$ cat src/rtl/rename_free_list_ckpt.sv
`default_nettype none
// ---------------------------------------------------------------------------
// rename_free_list_ckpt : N-way physical-register free list with head checkpoints
// Revision: 1.0
// ---------------------------------------------------------------------------
module rename_free_list_ckpt #(
   parameter  int N_WAY  = 2,
   parameter  int N_PR   = 64,
   parameter  int N_ARCH = 32,
   parameter  int N_CKPT = 4,
   localparam int TAG_W  = $clog2(N_PR),
   localparam int CK_W   = $clog2(N_CKPT),
   localparam int DEPTH  = N_PR - N_ARCH,
   localparam int PTR_W  = $clog2(DEPTH) + 1,
   localparam int NUM_W  = $clog2(N_WAY) + 1
) (
   input  logic                   clock,
   input  logic                   reset,
   input  logic [NUM_W-1:0]       alloc_num,
   output logic [N_WAY*TAG_W-1:0] free_tag,
   output logic [NUM_W-1:0]       free_num,
   output logic [NUM_W-1:0]       alloc_granted,
   input  logic [N_WAY-1:0]       ret_valid,
   input  logic [N_WAY*TAG_W-1:0] ret_told,
   input  logic                   ckpt_take,
   input  logic [CK_W-1:0]        ckpt_wr_id,
   input  logic                   ckpt_restore,
   input  logic [CK_W-1:0]        ckpt_rd_id,
   output logic [PTR_W-1:0]       count,
   output logic                   overflow_err
);

   localparam int IDX_W = PTR_W - 1;

   logic [TAG_W-1:0] mem  [DEPTH];
   logic [PTR_W-1:0] ckpt [N_CKPT];
   logic [PTR_W-1:0] head;
   logic [PTR_W-1:0] tail;

   logic [PTR_W-1:0] space;
   logic [PTR_W-1:0] n_push;
   logic [N_WAY-1:0] push_we;
   logic [IDX_W-1:0] push_idx [N_WAY];
   logic             push_drop;
   logic [PTR_W-1:0] head_alloc;

   assign count      = tail - head;
   assign head_alloc = head + PTR_W'(alloc_granted);

   always_comb begin
      if (count >= PTR_W'(N_WAY))
         free_num = NUM_W'(N_WAY);
      else
         free_num = NUM_W'(count);

      if (ckpt_restore)
         alloc_granted = '0;
      else if (alloc_num < free_num)
         alloc_granted = alloc_num;
      else
         alloc_granted = free_num;

      free_tag = '0;
      for (int i = 0; i < N_WAY; i++) begin
         if (NUM_W'(i) < free_num)
            free_tag[i*TAG_W +: TAG_W] = mem[IDX_W'(head + PTR_W'(i))];
      end
   end

   // Valid non-zero retire tags pack into consecutive slots from tail; any
   // lane that finds no room left is dropped and flagged.
   always_comb begin
      space     = PTR_W'(DEPTH) - count;
      n_push    = '0;
      push_we   = '0;
      push_drop = 1'b0;
      for (int i = 0; i < N_WAY; i++) begin
         push_idx[i] = '0;
         if (ret_valid[i] && (ret_told[i*TAG_W +: TAG_W] != '0)) begin
            if (n_push < space) begin
               push_we[i]  = 1'b1;
               push_idx[i] = IDX_W'(tail + n_push);
               n_push      = n_push + 1'b1;
            end else begin
               push_drop = 1'b1;
            end
         end
      end
   end

   always_ff @(posedge clock) begin
      if (reset) begin
         head         <= '0;
         tail         <= PTR_W'(DEPTH);
         overflow_err <= 1'b0;
         for (int k = 0; k < DEPTH; k++)
            mem[k] <= TAG_W'(N_ARCH + k);
         for (int c = 0; c < N_CKPT; c++)
            ckpt[c] <= '0;
      end else begin
         for (int i = 0; i < N_WAY; i++) begin
            if (push_we[i])
               mem[push_idx[i]] <= ret_told[i*TAG_W +: TAG_W];
         end
         tail <= tail + n_push;
         head <= ckpt_restore ? ckpt[ckpt_rd_id] : head_alloc;
         if (ckpt_take && !ckpt_restore)
            ckpt[ckpt_wr_id] <= head_alloc;
         if (push_drop)
            overflow_err <= 1'b1;
      end
   end

endmodule
`default_nettype wire

$ cat config.mk
export PLATFORM = sky130hd
export DESIGN_NAME = rename_free_list_ckpt
export DESIGN_NICKNAME = d
export VERILOG_FILES = /design/src/rtl/rename_free_list_ckpt.sv
export SDC_FILE = /design/constraint.sdc
export NUM_CORES = 1
export LEC_CHECK = 0
export ABC_CLOCK_PERIOD_IN_PS = 16100
export CORE_UTILIZATION = 35
export CTS_BUF_LIST = sky130_fd_sc_hd__clkbuf_8
export CTS_CLUSTER_DIAMETER = 40
export DETAILED_ROUTE_END_ITERATION = 7
export HOLD_SLACK_MARGIN = 0.15
export PLACE_DENSITY_LB_ADDON = 0.2
export SYNTH_ARGS = -nofsm -noshare
export SYNTH_HDL_FRONTEND = slang
export SYNTH_SLANG_ARGS = --single-unit
$ cat constraint.sdc
create_clock -name clock -period 16.1 [get_ports clock]
set_clock_uncertainty 0.05 [all_clocks]
set_input_delay 3.22 -clock clock [delete_from_list [all_inputs] [get_ports clock]]
set_output_delay 3.22 -clock clock [all_outputs]
set_load 0.005 [all_outputs]
# Word-level counts from Yosys, hierarchy flattened
# Memories as Yosys holds them, arrays and structs flattened. A register that Yosys moved wholly into a read port is not among the register bits.
# Index checks and enable logic that the tools add are counted.
[word_totals] out_inout_bits=23 ff_bits=13 ram_bits=216 in_bits=24 n_memories=2 word_cells=70
[classes] n_reduce_logical=9 magnitude_cmp=6 n_addsub=7 n_mux=43
[mem_list] name="mem" words=32 word_bits=6 read_ports=2 rd_clocked_by_memory_dff=1 write_ports=32 line="35" text="logic [TAG_W-1:0] mem [DEPTH];"
[mem_list] name="ckpt" words=4 word_bits=6 read_ports=1 rd_clocked_by_memory_dff=0 write_ports=4 line="36" text="logic [PTR_W-1:0] ckpt [N_CKPT];"
[op_table] cell="two-way mux 6 bit" n=8
[op_table] cell="two-way mux 5 bit" n=7
[op_table] cell="two-way mux 1 bit" n=24
[op_table] cell="OR reduction 6 bit" n=3
[op_table] cell="nonzero test 6 bit" n=2
[op_table] cell="two-way mux 2 bit" n=4
[op_table] cell="adder 6 x 1 -> 6 bit (second input constant)" n=1
[op_table] cell="adder 6 x 2 -> 6 bit" n=1
[op_table] cell="adder 6 bit" n=1
[op_table] cell=">= comparator 6 x 2 -> 1 bit (second input constant)" n=1
[op_table] cell="less-than comparator 1 x 6 -> 1 bit (first input constant)" n=1
[op_table] cell="less-than comparator 6 bit" n=1
[op_table] cell="subtractor 6 bit" n=1
[op_table] cell="subtractor 6 bit (first input constant)" n=1
[op_table] cell="adder 5 x 1 -> 5 bit (second input constant)" n=1
[op_table] cell="adder 5 bit" n=1
[op_table] cell="less-than comparator 1 x 2 -> 1 bit (first input constant)" n=2
[op_table] cell="logical AND 1 bit" n=3
[op_table] cell="less-than comparator 2 bit" n=1
[op_table] cell="zero test 1 bit" n=1

# Depth between registers and ports, before layout
# Gate-level depths: netlist (run 1).
[logic_depth] ltp_word=13 ltp_mapped=26

# Worst setup path before layout (run 1)
# No wires, ideal clock.
[synth_timing] kind="in2reg" start="input ret_told[0]" end="memory mem[13][0] in the netlist's numbering, enable pin" path_slack_ns=8.818 setup_time_ns=0.393 t_required_ns=15.657 path_buffers=3 cell_stages=15 t_arrival_ns=6.839 cell_sequence="or4_1 o31a_1 o31ai_4 inv_2 clkbuf_1 ha_1 ha_1 nand3_1 xor2_1 nand2_1 or4_1 clkbuf_1 a311o_1 buf_2 o311ai_0"
[synth_lines] element="start, declared" line="24" text="input logic [N_WAY*TAG_W-1:0] ret_told,"
[synth_lines] element="end, declared" line="35"

# Final worst setup path (run 1)
[layout_timing] start="register head[2]" end="output free_tag[0]"
[layout_via] elab_chain_cells=5
[layout_lines] element="start, declared" line="37" text="logic [PTR_W-1:0] head;"
[layout_lines] element="start signal, assigned" line="106" text="head <= ckpt_restore ? ckpt[ckpt_rd_id] : head_alloc;"
[layout_lines] element="subtractor 6 bit" line="47" text="assign count = tail - head;"
[layout_lines] element=">= comparator 6 x 2 -> 1 bit" line="51" text="if (count >= PTR_W'(N_WAY))"
[layout_lines] element="two-way mux 2 bit" line="51"
[layout_lines] element="less-than comparator 1 x 2 -> 1 bit" line="65" text="if (NUM_W'(i) < free_num)"
[layout_lines] element="two-way mux 6 bit" line="65"
[layout_lines] element="end, declared" line="20" text="output logic [N_WAY*TAG_W-1:0] free_tag,"
# No other way between the ends.

==> results of run 1 <==
[per-stage QoR]
step                      worst slack [ps]  std cells  area (µm²)  utilization [%]  power, mW
after global placement                7593       1881       16690            38.32      1.339
final                                 6966       1955       17490            40.17      1.901
after global routing                  6678       1955       17490            40.17      1.968
after CTS                             7054       1955       17490            40.17      1.891
after detailed placement              7453       1881       16690            38.32      1.344
after floorplan                       8818       1338       15600                -      1.111
[metal layers]
layer / global-route usage [%] / share of wire [%] / up-vias
met3: 5.957 / 12 / 174
li1: - / - / 5405
met4: 11.11 / 4.1 / 2
met1: 37.49 / 39 / 6561
met5: 0 / 0.020 / -
met2: 40.78 / 44 / 971
[worst min path at each step]
stage / to / slack [ps] / start
detailed placement: tail[5] / 460 / tail[5]
global placement: tail[5] / 460 / tail[5]
floorplan: overflow_err / 420 / overflow_err
CTS: tail[5] / 480 / tail[5]
global route: tail[5] / 510 / tail[5]
finish: tail[5] / 470 / tail[5]
[worst max-delay path, stage by stage (launching register included)]
cell,delay (ps)
dfxtp_1,530
clkinv_1,960
ha_1,760
nand3b_1,120
a21boi_2,260
nor4_1,90
a311oi_2,510
nor4b_2,290
buf_4,250
inv_1,110
nor2_1,660
a21oi_1,220
clkdlybuf4s50_1,520
[power by group through the flow]
stage | clock network [mW] | logic, mW | registers (mW)
6_report | 0.554 | 0.635 | 0.713
2_1_floorplan | 0 | 0.408 | 0.702
3_3_place_gp | 0 | 0.616 | 0.724
4_1_cts | 0.557 | 0.622 | 0.712
5_1_grt | 0.582 | 0.669 | 0.717
3_5_place_dp | 0 | 0.619 | 0.725
[registers in the layout (all words and copies together), names as in the netlist]
signal,cells
ckpt,24
head,6
mem,192
overflow_err,1
tail,6
[layout make-up]
| type | instances | area share, % |
|---|---|---|
| clock buffer | 44 | 3.462 |
| clock inverter | 30 | 1.130 |
| tap | 585 | 4.184 |
| inverter | 31 | 0.6651 |
| sequential | 229 | 38.61 |
| timing repair buffer | 103 | 5.049 |
| multi-input combinational | 933 | 46.90 |
[kinds of logic after synthesis]
family                   share of synthesized area, %
buffers and inverters                           4.661
AO/OA/AOI/OAI                                   11.14
flip-flops                                      43.26
multiplexers                                    22.88
AND/OR/NAND/NOR                                 15.23
XOR/XNOR                                        1.003
adder cells (fa/ha/maj)                         1.829
[cells in the final DEF, fill, tap and decap left out, types with 7 or more instances in the layout]
master,netlist,final
nor4_1,19,18
a31o_2,11,11
or4_1,18,18
mux2_2,39,39
a21oi_1,18,18
nand3_1,51,51
mux4_2,126,126
o311ai_0,19,17
inv_1,28,38
clkbuf_8,0,44
nand2_1,78,78
mux2i_1,28,28
a41oi_1,64,64
o41ai_1,18,18
xor2_1,7,7
ha_1,18,17
buf_4,5,57
and3_1,12,12
o21ai_0,7,7
edfxtp_1,216,216
dfxtp_1,13,11
nor2_1,144,144
clkinv_1,2,9
a211o_1,13,13
a31oi_1,30,30
xnor2_1,9,8
clkdlybuf4s50_1,0,45
or3_1,7,7
nor3_1,123,120
==> results.py, run 1 <==
metrics = {
    "worst_setup_path": {
        "r2r_slack_ps": 8750,
        "crit_end": "free_tag[0]",
        "reg2reg_depth": 17,
        "startpoint": "head[2]",
        "crit_fanout": 15,
        "worst-setup-path-type": "register to output pin",
        "rr_startpoint": "head[2]",
        "cp.required_ps": 12830,
        "worstSetupStartpointType": "register",
        "rr_endpoint": "mem[6][0]",
        "critPathArrivalTime_ps": 5860,
        "cp-end-kind": "output pin",
    },
    "synthesis": {
        "synth_warnings": 0,
        "yosys-top-cells-count": "edfxtp_1 (216), nor2_1 (144), mux4_2 (126), nor3_1 (123), clkbuf_1 (103)",
        "synth_seq_cells": 229,
        "synth_edf_count": 216,
        "synth_cell_types": 69,
        "synth.area.top_cells": "edfxtp_1 (42%), mux4_2 (18%), nor3_1 (3.9%), a41oi_1 (3.6%), nor2_1 (3.5%)",
        "synthArstFlopShare_pct": 0,
        "synth_top_area_share_pct": 41.59,
        "yosysTopAreaCell": "edfxtp_1",
        "synth_fp_nets": 1383,
        "seq_area_frac_synth_pct": 43.26,
        "syn-cell-area_um2": 15600,
        "avgSynthCellArea_um2": 11.66,
        "netlist_instances": 1338,
        "synthMostInstantiatedCell": "edfxtp_1",
        "synth_ff_type": "edfxtp_1",
    },
    "power_and_ir_drop": {
        "irDropWorstVdd_v": 0.00008827,
        "powerDensity_nw_per_um2": 108.7,
        "switchingPower_mw": 0.7096,
        "switching_share_pct": 37.32,
        "seq_power_share_pct": 37.5,
        "leakage_nw": 5.229,
        "p_comb_share_pct": 33.4,
        "clkPwrFrac_pct": 29.1,
        "p_int_mw": 1.192,
    },
    "timing": {
        "final.setup.tns_ps": 0,
        "period_needed_ps": 9134,
        "finalCritPeriodShare_pct": 56.73,
        "rsz0062_at_grt": "no",
        "whs_ps": 474.4,
        "hold_violations": 0,
        "worst_pin_slew_ps": 1392,
        "slew_violations": 0,
        "slew_headroom_pct": 6.472,
        "max_clock_freq_ghz": 0.1095,
        "finalSetupViolations": 0,
    },
    "min_path": {
        "hp-class": "register to register",
        "hold_depth": 2,
    },
    "status": {
        "status": "completed",
    },
    "grt": {
        "antenna_found_initial": 3,
        "grt_pass1_vias": 12710,
        "grt_max_degree": 79,
        "grt_pass1_wl_mm": 88.43,
        "grt.total_usage_pct": 27.03,
        "grt_overflow": 0,
    },
    "layout": {
        "register_area_um2": 6754,
        "area_growth_pct": 12.17,
        "nNetsFinal": 1386,
        "fillers": 4262,
        "multi_input_area_um2": 8205,
        "final_layout_size_suffix_gt1_share_pct": 23.80,
        "antennaDiodeCount": 0,
    },
    "place": {
        "hpwl_mm": 41.19,
        "port_buffers": 46,
        "gp_congestion": 0.9610,
    },
    "clocking": {
        "max-clock-path-buffers": 3,
        "cts_buffers": 43,
        "cts_num_sinks": 229,
        "post_cts_buffers": 0,
        "cts.repair.resized": 0,
        "htree_levels": 2,
        "cts_tree": "yes",
        "clock_latency_ps": 580,
        "root_buffer": "clkbuf_8",
        "clkTransAtPathRegs_ps": 60,
        "cts-hold-fix-buffers": 0,
    },
    "floorplan": {
        "ios": 47,
        "die_area_um2": 45410,
        "core_um2": 43550,
        "chipWidth_um": 213.1,
        "initial_core_util_pct": 35.81,
        "row_count": 76,
        "dieHeight_um": 213.1,
    },
    "route": {
        "wirelength_mm": 60.48,
        "remaining_drc_errors": 0,
        "first_pass_iters": 6,
        "via_per_inst": 6.707,
        "dr.first_iter.drc_count": 1967,
        "wl_per_cell_um": 30.94,
        "num_vias": 13113,
        "detail-route-antenna-nets": 0,
    },
    "job": {
        "maxCapViolations": 0,
    },
}
Note: power is estimated with default switching activity, not from simulation.
==> run 2: changes to the inputs <==
Settings changed: ABC_CLOCK_PERIOD_IN_PS 16100 to 8300.
Clock period 16.1 ns to 8.3 ns, I/O delays scaled along.
==> run 2 against run 1 <==
Effect of this change:
- cell count is 1.2% higher
- utilization is 0.60 points higher
- count of clock-buffer cells in the layout is 7 higher
- critical path type unchanged
- global-route usage is 0.22 points higher
- sequential share of layout area is 0.57 points lower
- highest routed layer is now met4
- power is 100% higher
==> results.py, run 2 (synthesis results as in run 1) <==
metrics = {
    "place": {
        "port_buffers": 46,
        "gp_congestion": 0.9820,
        "hpwl_mm": 41.80,
    },
    "layout": {
        "nNetsFinal": 1400,
        "largest_reg_flops": 192,
        "final_layout_size_suffix_gt1_share_pct": 25.05,
        "largest-register": "mem",
        "final_cell_mix": "edfxtp_1 (216), nor2_1 (144), mux4_2 (126)",
        "final_util_pct": 40.77,
        "biggestRegsByFlops": "mem (192), ckpt (24)",
        "fillers": 4221,
        "layout_commonest_cell": "edfxtp_1",
        "area_growth_pct": 13.85,
    },
    "min_path": {
        "hp-class": "register to register",
        "hp-start": "tail[5]",
    },
    "worst_setup_path": {
        "worstPathCellList": "clkinv_1 > ha_1 > and2_1 > o21ai_0 > o31ai_1 > a311oi_2 > nor4b_2 > buf_4 > inv_1 > nor2_1 > a21oi_1 > clkdlybuf4s50_1",
        "path_buf_inv": 4,
        "cpPeakStageDelay_ps": 670,
        "critPathArrivalTime_ps": 5140,
        "critPathTopFamily": "buffers and inverters",
        "worstSetupStartpointType": "register",
        "rr_startpoint": "head[4]",
        "cp.required_ps": 6590,
        "cp-end-kind": "output pin",
        "path_depth": 12,
        "crit_fanout": 9,
        "startpoint": "head[4]",
        "reg2reg_depth": 18,
        "r2r_slack_ps": 1840,
        "rr_endpoint": "mem[13][5]",
        "worst-setup-path-type": "register to output pin",
        "crit_end": "free_tag[2]",
        "slowest_stage": "nor2_1",
    },
    "timing": {
        "finalCritPeriodShare_pct": 82.49,
        "max_clock_freq_ghz": 0.1461,
        "slew_violations": 0,
        "worst_pin_slew_ps": 1304,
        "period_needed_ps": 6847,
        "hold_violations": 0,
        "final.setup.tns_ps": 0,
        "slew_headroom_pct": 12.80,
        "finalSetupViolations": 0,
        "rsz0062_at_grt": "no",
    },
    "clocking": {
        "post_cts_buffers": 0,
        "htree_levels": 2,
        "cts_num_sinks": 229,
        "cts_tree": "yes",
        "clock_latency_ps": 620,
        "clkTransAtPathRegs_ps": 60,
        "cts.repair.resized": 0,
        "cts-hold-fix-buffers": 0,
        "cts_buffers": 49,
        "max-clock-path-buffers": 3,
        "root_buffer": "clkbuf_8",
    },
    "floorplan": {
        "chipWidth_um": 213.1,
        "dieHeight_um": 213.1,
        "die_area_um2": 45410,
        "row_count": 76,
        "initial_core_util_pct": 35.81,
        "ios": 47,
        "core_um2": 43550,
    },
    "power_and_ir_drop": {
        "powerDensity_nw_per_um2": 219.4,
        "irDropWorstVdd_v": 0.0002115,
        "leakage_nw": 5.360,
    },
    "grt": {
        "grt.total_usage_pct": 27.25,
        "grt_max_degree": 83,
        "antenna_found_initial": 1,
        "grt_pass1_wl_mm": 88.26,
        "grt_overflow": 0,
        "grt_pass1_vias": 12638,
    },
    "job": {
        "maxCapViolations": 0,
    },
    "route": {
        "via_per_inst": 6.587,
        "remaining_drc_errors": 0,
        "wirelength_mm": 61.01,
        "dr.first_iter.drc_count": 1748,
        "first_pass_iters": 7,
        "detail-route-antenna-nets": 0,
        "wl_per_cell_um": 30.83,
        "num_vias": 13036,
    },
    "status": {
        "status": "completed",
    },
}
## run 2: changes by cell type in the layout (fill, tap and decap cells not counted), sizes merged
cell      before  now
diode          0    1
buf           58   66
clkbuf        44   51
bufinv         2    4
clkinv        16   20
clkinvlp       3    5
## run 2: where the power goes
part / switching (mW) / leakage (nW) / total (mW) / internal (mW)
Sequential: 0.0680 / 1.95 / 1.39 / 1.32
Combinational: 0.799 / 2.88 / 1.24 / 0.437
Clock: 0.568 / 0.533 / 1.27 / 0.703
## run 2: metal layers
| metal | wire, µm | share of wire [%] | global-route usage, % | up-vias |
|---|---|---|---|---|
| met4 | 2575 | 4.2 | 11.01 | 0 |
| met1 | 23920 | 39 | 37.28 | 6498 |
| met3 | 7577 | 12 | 6.825 | 168 |
| met2 | 26940 | 44 | 41.17 | 928 |
| met5 | 0 | 0 | 0 | - |
| li1 | - | - | - | 5442 |
## run 2: worst min-delay path by stage
stage                        end  slack [ps]  cells after the start
finish                   tail[5]         470                      2
global route             tail[5]         510                      2
CTS                      tail[5]         470                      2
detailed placement       tail[5]         450                      2
global placement         tail[5]         450                      2
floorplan           overflow_err         420                      2
## run 2: final cells by class
| class | instances | area [µm²] | share of cell area, % |
|---|---|---|---|
| Clock buffer | 51 | 701.9 | 3.953 |
| Sequential cell | 229 | 6754 | 38.04 |
| Clock inverter | 38 | 300.3 | 1.691 |
| Tap cell | 585 | 732.0 | 4.122 |
| Multi-Input combinational cell | 933 | 8194 | 46.15 |
| Antenna cell | 1 | 2.502 | 0.01409 |
| Inverter | 31 | 116.4 | 0.6553 |
| Timing Repair Buffer | 111 | 955.9 | 5.383 |
## run 2: worst reg2reg max path: stages, from the launching register on
cell       delay [ps]
dfxtp_1           620
clkinv_1          520
ha_1              520
inv_1              70
and3_1            170
o22ai_1           280
a2bb2oi_1         240
and2_1            710
o31ai_4           140
inv_2              80
ha_1              160
ha_1              180
nand3_1           110
xor2_1            470
nand2_1           270
or4_1             620
a311o_1           510
o311ai_0          210
buf_4             240
## run 2: stage by stage
step | std cells | power, mW | setup slack, ps | hold slack, ps | area [µm²]
after global routing | 1978 | 4.020 | 1206 | 508.4 | 17750
after CTS | 1978 | 3.880 | 1599 | 465.3 | 17750
after global placement | 1889 | 2.608 | 1851 | 449.7 | 16750
after detailed placement | 1889 | 2.617 | 1733 | 446.9 | 16750
final | 1979 | 3.897 | 1453 | 466.7 | 17760
after floorplan | 1338 | 2.155 | 2321 | 421.0 | 15600
==> run 3: changes to the inputs <==
Settings changed: ABC_CLOCK_PERIOD_IN_PS 8300 to 7200.
Clock period 8.3 ns to 7.2 ns, I/O delays scaled along.
==> run 3 against run 2 <==
Effect of this change:
- setup slack worse by 850 ps
- non-clock buffer count rose by 4
- critical path depth unchanged
- cell area increased by 0.43%
- first-iteration DRC count is 9.1% lower
- clock power is 19% higher
- register-to-register slack worse by 840 ps
- routed wire length is 0.33% lower
- global-route usage is 0.087 points lower
==> results.py, run 3 (synthesis results as in run 1) <==
metrics = {
    "status": {
        "status": "completed",
    },
    "floorplan": {
        "chipWidth_um": 213.1,
        "core_um2": 43550,
        "row_count": 76,
        "die_area_um2": 45410,
        "dieHeight_um": 213.1,
        "initial_core_util_pct": 35.81,
        "ios": 47,
    },
    "route": {
        "wirelength_mm": 60.81,
        "detail-route-antenna-nets": 0,
        "via_per_inst": 6.549,
        "first_pass_iters": 6,
        "remaining_drc_errors": 0,
        "dr.first_iter.drc_count": 1589,
        "num_vias": 12986,
        "wl_per_cell_um": 30.66,
    },
    "grt": {
        "antenna_found_initial": 1,
        "grt_overflow": 0,
        "grt_max_degree": 100,
        "grt_pass1_wl_mm": 87.88,
        "grt.total_usage_pct": 27.16,
        "grt_pass1_vias": 12477,
    },
    "worst_setup_path": {
        "cp.required_ps": 5710,
        "critPathArrivalTime_ps": 5100,
        "worstSetupStartpointType": "register",
        "worst-setup-path-type": "register to output pin",
        "cpPeakStageDelay_ps": 630,
        "cp-end-kind": "output pin",
        "crit_fanout": 9,
        "worstPathCellList": "clkinv_1 > ha_1 > and2_1 > o21ai_0 > o31ai_1 > a311oi_2 > nor4b_2 > buf_4 > inv_1 > nor2_1 > a21oi_1 > clkdlybuf4s50_1",
        "slowest_stage": "dfxtp_1",
    },
    "place": {
        "hpwl_mm": 41.47,
        "gp_congestion": 0.9583,
        "port_buffers": 46,
    },
    "clocking": {
        "cts_num_sinks": 229,
        "post_cts_buffers": 0,
        "root_buffer": "clkbuf_8",
        "cts_tree": "yes",
        "max-clock-path-buffers": 3,
        "cts-hold-fix-buffers": 0,
        "cts.repair.resized": 0,
        "clock_latency_ps": 620,
        "clkTransAtPathRegs_ps": 60,
        "cts_buffers": 49,
        "htree_levels": 2,
    },
    "timing": {
        "finalCritPeriodShare_pct": 91.59,
        "max_clock_freq_ghz": 0.1516,
        "slew_headroom_pct": 9.201,
        "finalSetupViolations": 0,
        "whs_ps": 479.6,
        "rsz0062_at_grt": "no",
        "worst_pin_slew_ps": 1354,
        "final.setup.tns_ps": 0,
        "hold_violations": 0,
        "slew_violations": 0,
        "period_needed_ps": 6595,
    },
    "layout": {
        "biggestRegsByFlops": "mem (192), ckpt (24)",
        "final_cell_mix": "edfxtp_1 (216), nor2_1 (144), mux4_2 (126)",
        "largest-register": "mem",
        "layout_commonest_cell": "edfxtp_1",
        "largest_reg_flops": 192,
        "area_growth_pct": 14.34,
        "final_util_pct": 40.95,
        "final_layout_size_suffix_gt1_share_pct": 25.27,
        "nNetsFinal": 1404,
    },
    "power_and_ir_drop": {
        "powerDensity_nw_per_um2": 256.6,
        "switching_share_pct": 36.56,
        "clkPwrFrac_pct": 32.9,
        "p_comb_share_pct": 32.6,
        "leakage_nw": 5.420,
        "seq_power_share_pct": 34.5,
        "irDropWorstVdd_v": 0.0002184,
        "p_int_mw": 2.903,
        "switchingPower_mw": 1.673,
        "power_mw": 4.576,
    },
    "job": {
        "maxCapViolations": 0,
    },
    "min_path": {
        "hp-class": "register to register",
    },
}
## run 3: changes by cell type in the layout (fill, tap and decap cells not counted)
cell,before,now
o311ai_0,17,19
clkbuf_8,51,53
inv_6,2,1
clkinv_1,10,6
inv_1,37,41
buf_12,1,2
buf_4,64,67
o311ai_1,2,0
bufinv_16,4,5
clkinvlp_4,5,3
## run 3: final cells by class
cell class | count | area [µm²]
Fill cell | 4211 | 25720
Multi-Input combinational cell | 933 | 8194
Sequential cell | 229 | 6754
Timing Repair Buffer | 115 | 998.5
Tap cell | 585 | 732.0
Clock buffer | 53 | 729.5
Clock inverter | 36 | 306.5
Inverter | 31 | 116.4
Antenna cell | 1 | 2.502
## run 3: power by group through the flow
| stage | clock [mW] | combinational [mW] | sequential, mW |
|---|---|---|---|
| final | 1.51 | 1.49 | 1.58 |
| after global routing | 1.58 | 1.56 | 1.59 |
| after CTS | 1.52 | 1.45 | 1.58 |
| after detailed placement | 0 | 1.45 | 1.61 |
| after global placement | 0 | 1.44 | 1.60 |
| after floorplan | 0 | 0.913 | 1.57 |
## run 3: through the flow
stage | cells | instance area (µm²) | setup slack (ps)
CTS | 1982 | 17830 | 767.9
finish | 1983 | 17830 | 605.4
global placement | 1893 | 16790 | 1195
floorplan | 1338 | 15600 | 1221
detailed placement | 1893 | 16790 | 995.0
global route | 1982 | 17830 | 495.5
## run 3: path summary, 6_finish.rpt
| check | to | slack [ps] | startpoint | cells past startpoint |
|---|---|---|---|---|
| worst max-delay path | free_tag[2] | 610 | head[4] | 12 |
| worst max register to register | mem[13][5] | 1000 | head[4] | 19 |
| worst min register to register | tail[5] | 480 | tail[5] | 2 |
| worst min-delay path | tail[5] | 480 | tail[5] | 2 |
## run 3: per-layer routing
metal,wire length [µm],track usage [%],vias up
li1,-,-,5458
met1,24770,37.45,6507
met4,2869,12.43,0
met3,6696,6.854,164
met2,26480,40.00,857
met5,0,0,-
## run 3: critical path: cells and delay by family, from the launching register on
| family | cells | cell delay [ps] |
|---|---|---|
| DFF | 1 | 630 |
| AOI/OAI and AO/OA | 4 | 940 |
| and+or+nand+nor | 3 | 1070 |
| adders and majority gates | 1 | 480 |
| buffers and inverters | 4 | 1350 |
